**src/rtl/bsg_link_traffic_gen_check.sv**
```systemverilog
// rtl/bsg_link_traffic_gen_check.sv - LFSR traffic generator and checker for the DDR link core side.
// Optional DRAIN idle timeout: define BSG_LINK_TRAFFIC_GEN_CHECK_TIMEOUT_EN.
module bsg_link_traffic_gen_check #(
   parameter int width_p       = 64,
   parameter int count_width_p = 16,
   parameter int timeout_p     = 1024
) (
   input  logic                     core_clk_i,
   input  logic                     core_reset_n_i,
   input  logic                     start_i,
   input  logic [count_width_p-1:0] num_packets_i,
   input  logic [31:0]              seed_i,
   output logic [width_p-1:0]       data_o,
   output logic                     v_o,
   input  logic                     ready_and_i,
   input  logic [width_p-1:0]       data_i,
   input  logic                     v_i,
   output logic                     yumi_o,
   output logic                     busy_o,
   output logic                     done_o,
   output logic                     pass_o,
   output logic [count_width_p-1:0] err_count_o,
   output logic [count_width_p-1:0] rx_count_o,
   output logic [count_width_p-1:0] first_err_idx_o,
   output logic                     timeout_o
);

   localparam int cw_lp = count_width_p;
   localparam logic [cw_lp-1:0] one_lp = cw_lp'(1);

   typedef enum logic [1:0] {IDLE, SEND, DRAIN, DONE} state_e;

   function automatic logic [31:0] lfsr_next(input logic [31:0] x);
      return (x >> 1) ^ (x[0] ? 32'h8020_0003 : 32'h0);
   endfunction

   state_e            state_q, state_d;
   logic [31:0]       tx_lfsr_q, tx_lfsr_d, rx_lfsr_q, rx_lfsr_d;
   logic [cw_lp-1:0]  tx_cnt_q, tx_cnt_d, rx_count_q, rx_count_d;
   logic [cw_lp-1:0]  err_count_q, err_count_d, first_err_q, first_err_d;
   logic [cw_lp-1:0]  num_q, num_d;
   logic              stray_q, stray_d;
   logic              tx_hs, rx_window, rx_match, run_active;

`ifdef BSG_LINK_TRAFFIC_GEN_CHECK_TIMEOUT_EN
   logic [cw_lp-1:0]  idle_q, idle_d;
   logic              timeout_q, timeout_d;
`else
   logic              unused_timeout;
   assign unused_timeout = (timeout_p == 0);
`endif

   assign run_active = (state_q == SEND) || (state_q == DRAIN);
   assign v_o        = (state_q == SEND);
   assign data_o     = v_o ? {(width_p/32){tx_lfsr_q}} : '0;
   assign yumi_o     = v_i;
   assign busy_o     = run_active;
   assign done_o     = (state_q == DONE);
   assign tx_hs      = v_o & ready_and_i;
   assign rx_window  = run_active && (rx_count_q != num_q);
   assign rx_match   = (data_i == {(width_p/32){rx_lfsr_q}});

   always_comb begin
      state_d     = state_q;
      tx_lfsr_d   = tx_lfsr_q;
      rx_lfsr_d   = rx_lfsr_q;
      tx_cnt_d    = tx_cnt_q;
      rx_count_d  = rx_count_q;
      err_count_d = err_count_q;
      first_err_d = first_err_q;
      num_d       = num_q;
      stray_d     = stray_q;
`ifdef BSG_LINK_TRAFFIC_GEN_CHECK_TIMEOUT_EN
      idle_d      = '0;
      timeout_d   = timeout_q;
`endif

      // Words outside the expected window are strays: counted, never checked.
      if (v_i) begin
         if (rx_window) begin
            rx_lfsr_d  = lfsr_next(rx_lfsr_q);
            rx_count_d = rx_count_q + one_lp;
            if (!rx_match) begin
               if (err_count_q != '1) err_count_d = err_count_q + one_lp;
               if (first_err_q == '1) first_err_d = rx_count_q;
            end
         end else begin
            stray_d = 1'b1;
            if (err_count_q != '1) err_count_d = err_count_q + one_lp;
         end
      end

      case (state_q)
         SEND: begin
            if (tx_hs) begin
               tx_lfsr_d = lfsr_next(tx_lfsr_q);
               tx_cnt_d  = tx_cnt_q + one_lp;
               if (tx_cnt_q == num_q - one_lp)
                  state_d = (rx_count_d == num_q) ? DONE : DRAIN;
            end
         end
         DRAIN: begin
            if (rx_count_d == num_q) begin
               state_d = DONE;
`ifdef BSG_LINK_TRAFFIC_GEN_CHECK_TIMEOUT_EN
            end else if (!v_i) begin
               if (idle_q == cw_lp'(timeout_p - 1)) begin
                  state_d   = DONE;
                  timeout_d = 1'b1;
               end else begin
                  idle_d = idle_q + one_lp;
               end
`endif
            end
         end
         default: ;
      endcase

      if (start_i && !run_active) begin
         tx_lfsr_d   = (seed_i == 32'h0) ? 32'h1 : seed_i;
         rx_lfsr_d   = (seed_i == 32'h0) ? 32'h1 : seed_i;
         tx_cnt_d    = '0;
         rx_count_d  = '0;
         err_count_d = '0;
         first_err_d = '1;
         num_d       = num_packets_i;
         stray_d     = 1'b0;
         state_d     = (num_packets_i != '0) ? SEND : DONE;
`ifdef BSG_LINK_TRAFFIC_GEN_CHECK_TIMEOUT_EN
         idle_d      = '0;
         timeout_d   = 1'b0;
`endif
      end
   end

   always_ff @(posedge core_clk_i or negedge core_reset_n_i) begin
      if (!core_reset_n_i) begin
         state_q     <= IDLE;
         tx_lfsr_q   <= 32'h1;
         rx_lfsr_q   <= 32'h1;
         tx_cnt_q    <= '0;
         rx_count_q  <= '0;
         err_count_q <= '0;
         first_err_q <= '1;
         num_q       <= '0;
         stray_q     <= 1'b0;
`ifdef BSG_LINK_TRAFFIC_GEN_CHECK_TIMEOUT_EN
         idle_q      <= '0;
         timeout_q   <= 1'b0;
`endif
      end else begin
         state_q     <= state_d;
         tx_lfsr_q   <= tx_lfsr_d;
         rx_lfsr_q   <= rx_lfsr_d;
         tx_cnt_q    <= tx_cnt_d;
         rx_count_q  <= rx_count_d;
         err_count_q <= err_count_d;
         first_err_q <= first_err_d;
         num_q       <= num_d;
         stray_q     <= stray_d;
`ifdef BSG_LINK_TRAFFIC_GEN_CHECK_TIMEOUT_EN
         idle_q      <= idle_d;
         timeout_q   <= timeout_d;
`endif
      end
   end

`ifdef BSG_LINK_TRAFFIC_GEN_CHECK_TIMEOUT_EN
   assign timeout_o = timeout_q;
`else
   assign timeout_o = 1'b0;
`endif

   assign err_count_o     = err_count_q;
   assign rx_count_o      = rx_count_q;
   assign first_err_idx_o = first_err_q;
   assign pass_o          = done_o && (err_count_q == '0) && (rx_count_q == num_q)
                            && !stray_q && !timeout_o;

endmodule

```
**config.mk**
```make
export PLATFORM = sky130hd
export DESIGN_NAME = bsg_link_traffic_gen_check
export DESIGN_NICKNAME = d
export VERILOG_FILES = /design/src/rtl/bsg_link_traffic_gen_check.sv
export SDC_FILE = /design/constraint.sdc
export NUM_CORES = 1
export LEC_CHECK = 0
export BUFFER_PORTS_ARGS = -buffer_cell sky130_fd_sc_hd__buf_2
export CORE_ASPECT_RATIO = 1.4
export CORE_MARGIN = 4
export CORE_UTILIZATION = 54
export DETAILED_ROUTE_END_ITERATION = 12
export HOLD_SLACK_MARGIN = 0.1
export PLACE_DENSITY = 0.81
export SLEW_MARGIN = 0
export SYNTH_ARGS = -nofsm -noshare
export SYNTH_HDL_FRONTEND = slang
export SYNTH_SLANG_ARGS = --single-unit
```
**constraint.sdc**
```tcl
create_clock -name core_clk_i -period 3.55 [get_ports core_clk_i]
set_clock_uncertainty 0.05 [all_clocks]
set_input_delay 0.71 -clock core_clk_i [delete_from_list [all_inputs] [get_ports core_clk_i]]
set_output_delay 0.71 -clock core_clk_i [all_outputs]
set_load 0.02 [all_outputs]
```
# After elaboration in Yosys (flattened, before gate mapping)
# Index checks and enable logic that the tools add are counted.
# totals
regBits,147
latchBits,0
ram_bits,0
romBits,0
inputBits,117
mem_count,0
# classes
add_sub_neg,4
n_mul,0
div_mod_pow,0
order_cmp,0
n_eq_ne,16
shift,0
muxes,36
bitwise_logic,3
reduce_logical,23
# ops
cell,count
$mux W32,9
$mux W16,16
$eq A64 B64 Y1,1
$mux W64,1
$xor A31 B32 Y32,2
$add A16 B1 Y16 const B,3
$eq A16 B16 Y1,3
$logic_not A32 Y1,1
$eq A16 B16 Y1 const B,1
$logic_not A16 Y1,1
$ne A16 B16 Y1,1
$ne A16 B16 Y1 const B,1
$reduce_bool A16 Y1,1
$sub A16 B1 Y16 const B,1
$mux W2,5
$reduce_bool A2 Y1,5
$ne A3 B1 Y1 const B,3
$reduce_and A2 Y1,4
$reduce_and A4 Y1,2
$logic_and A1 B1 Y1,5
$eq A2 B2 Y1 const B,2
$mux W1,4
$ne A2 B1 Y1 const B,2
$pmux W2 S2,1
other kinds (6),7

# Depth between registers and ports, before layout
# depth
word_depth,11
ltp_mapped,12
depth_no_buf,11

# Worst setup path after synthesis
# No wires, ideal clock.
# synth_path
path_kind,register to output
startpoint,"register rx_count_q[3], in the netlist rx_count_o[3]"
endpoint,output port pass_o
t_arrival_ns,2.488
required_ns,2.790
slack_ns,0.302
path_stages_with_launch,8
n_path_buf,3
cell_sequence,dfrtp_1 clkbuf_1 xnor2_1 nand4_1 or4_1 buf_2 buf_6 nor4_1
# synth_via
elab_chain_len,3
# synth_lines
item,line_no,text
start: declaration,39,"logic [cw_lp-1:0] tx_cnt_q, tx_cnt_d, rx_count_q, rx_count_d;"
start signal: assignment,156,rx_count_q <= rx_count_d;
$eq A16 B16 Y1,177,assign pass_o = done_o && (err_count_q == '0) && (rx_count_q == num_q)
$logic_and A1 B1 Y1,177,
$logic_and A1 B1 Y1,178,&& !stray_q && !timeout_o;
end: declaration,21,"output logic pass_o,"
# No other way between the ends.

# Worst setup path after layout
# layout_path
startpoint,"register rx_count_q[14], in the netlist rx_count_o[14]"
endpoint,output port pass_o
# The elaborated chain is that of the path after synthesis.

==> reports/metrics.yaml <==
finalSetupTns_ns: 0
syn-cell-area_mm2: 0.00894
maxSlewViolCount: 0
min_path_type: "in -> async"
die_w_um: 117
maxSlewHeadroom: 0.318
synth_flop_cell: "dfrtp_1"
antenna_found_initial: 0
start_util: 0.550
status: "completed"
ys_seq_elements: 147
routed_wl_mm: 28.6
drtIter0Drc: 645
synthDistinctLibCells: 56
dieArea_mm2: 0.0187
cts-root-buf: "clkbuf_16"
nets: 1387
grt_util_met2: 0.529
grt_max_degree: 116
met3_usage: 0.0580
setup_ws_ns: 0.251
syn_avg_cell_area_um2: 8.38
critPathRequiredTime_ns: 2.79
regArea_mm2: 0.00370
die_h_um: 160
htree_levels: 4
gr-usage-all-layers: 0.308
finalCritPeriodShare: 0.929
antenna_cells: 0
grt_overflow: 0
ant_nets: 0
ys_seq_area_frac: 0.414
num_rows: 55
core_area_mm2: 0.0162
cts.sinks: 147
drive_above_1_share: 0.265
clk_pin_slew_worst_paths_ns: 0.06
power.density_mw_per_mm2: 872
dr.pass1.iters: 4
fin_crit_ns: 3.30
place.gp.congestion: 0.986
yosys_warnings: 0
cts_setup_buffers: 0
r2r_slack_ns: 0.28
power_leakage_uw: 0.00513
cts_buffers: 17
wl_per_cell_um: 19.4
rsz0062_at_grt: "false"
startpoint_type: "register"
multiInputGateArea_mm2: 0.00467
cp-end-kind: "primary output"
path_class: "reg -> out"
grt_pass1_vias: 8451
syn_to_final_growth_pct: 21.0
stdcell_count: 1474
grt_use_met1: 0.367
ir_worst_vdd_uv: 451
path_max_fanout: 12
timing.fmax_mhz: 303
worst_pin_slew_ns: 1.02
via_count: 8804
setup_violations: 0
cts_tree: "done"
cts_buffer_depth: 2
num-fill-cells: 1369
final_hold_viol_count: 0
synth_edf_count: 0
dp_hpwl_mm: 21.5
io_buffers: 233
gr-max-usage-layer: "met2"
syn_inst: 1066
dp.cells: 1442
dp_slack_ns: 0.172
synth.net_count: 1191
cap_violations: 0
async_reset_ff_frac: 1.00
drc_errors: 0
vias_per_cell: 5.97
grt_pass1_wl_mm: 44.8
insertion_delay_ns: 0.43
arrival_ns: 2.54
boundaryPins: 235
[per-stage QoR]
step / hold slack [ns] / util / area [um^2] / power (uW)
after floorplan: 0.364 / - / 8940 / 6090
after detailed placement: 0.459 / 0.629 / 10200 / 7570
after global routing: 0.462 / 0.666 / 10800 / 10000
after CTS: 0.442 / 0.666 / 10800 / 9390
final: 0.401 / 0.666 / 10800 / 9430
after global placement: 0.444 / 0.629 / 10200 / 7470
[synthesized netlist by cell type, types with 17 or more instances]
cell,number,area (um^2)
xor2_1,30,263
o21ai_0,18,90.1
nand2_1,204,766
nor4_1,26,163
dfrtp_1,129,3230
nand3_1,19,95.1
dfstp_2,18,473
nor2_1,97,364
nor3_1,35,175
o22a_1,17,149
a21oi_1,22,110
nand4_1,27,169
and2_1,34,213
xnor2_1,75,657
buf_4,34,255
clkbuf_1,58,218
a31oi_1,65,407
and3_1,33,206
[layout make-up]
class,instances,area share
Clock buffer,23,0.0462
Clock inverter,9,0.00845
Inverter,14,0.00486
Multi-Input combinational cell,801,0.432
Sequential cell,147,0.342
Tap cell,199,0.0230
Timing Repair Buffer,281,0.143
[sequential cells by signal, summed over array words and instances, names as in the netlist]
| name | count |
|---|---|
| err_count_o | 16 |
| first_err_idx_o | 16 |
| num_q | 16 |
| rx_count_o | 16 |
| rx_lfsr_q | 32 |
| state_q | 2 |
| stray_q | 1 |
| tx_cnt_q | 16 |
| tx_lfsr_q | 32 |
[critical path, stage by stage, from the launching register on]
cell	delay, ns
dfrtp_1	0.42
xnor2_1	0.36
nand4_1	0.20
or4_4	0.66
nor4_1	0.28
buf_2	0.20
[where the power goes]
group          switching [uW]  total [uW]  internal [uW]
registers                 743        3150           2410
clock network             738        1810           1070
logic                    2750        4470           1720
total                    4230        9430           5200
[routing by layer]
layer  share of wire  routed length [um]
met1            0.37               10600
met2            0.51               14700
met3           0.070                2010
met4           0.046                1310
met5               0                   0
[placed cells by master (no fill, tap or decap), types with 30 or more instances in the layout]
cell type,n
nand2_1,203
nor2_1,96
dfrtp_1,129
buf_4,47
buf_2,232
a31oi_1,65
and3_1,33
xor2_1,30
xnor2_1,75
and2_1,33
nor3_1,35
[path summary, 6_finish.rpt]
check                           cells after the start        endpoint               from
worst max register to register                      9      state_q[1]     rx_count_o[14]
worst min-delay path                                1  err_count_o[4]     core_reset_n_i
worst min register to register                      2    tx_lfsr_q[3]       tx_lfsr_q[4]
worst max-delay path                                5          pass_o     rx_count_o[14]
max in group asynchronous                           2    rx_lfsr_q[9]     core_reset_n_i
min in group core_clk_i                             3       num_q[15]  num_packets_i[15]
[kinds of logic after synthesis]
kind of cell	after synthesis	share of synthesized area
muxes	9	0.0101
DFF	147	0.414
AOI/OAI and AO/OA	165	0.122
adders and majority gates	8	0.0112
buffers and inverters	118	0.0654
and+or+nand+nor	513	0.274
other	1	0.000420
xor gates and xnor gates	105	0.103
[repair_timing]
item | 4_1_cts | 5_1_grt
gates resized for setup | 0 | 1
hold buffers | 0 | 0
setup endpoints to repair | 0 | 3
Note: power is estimated with default switching activity, not from simulation.
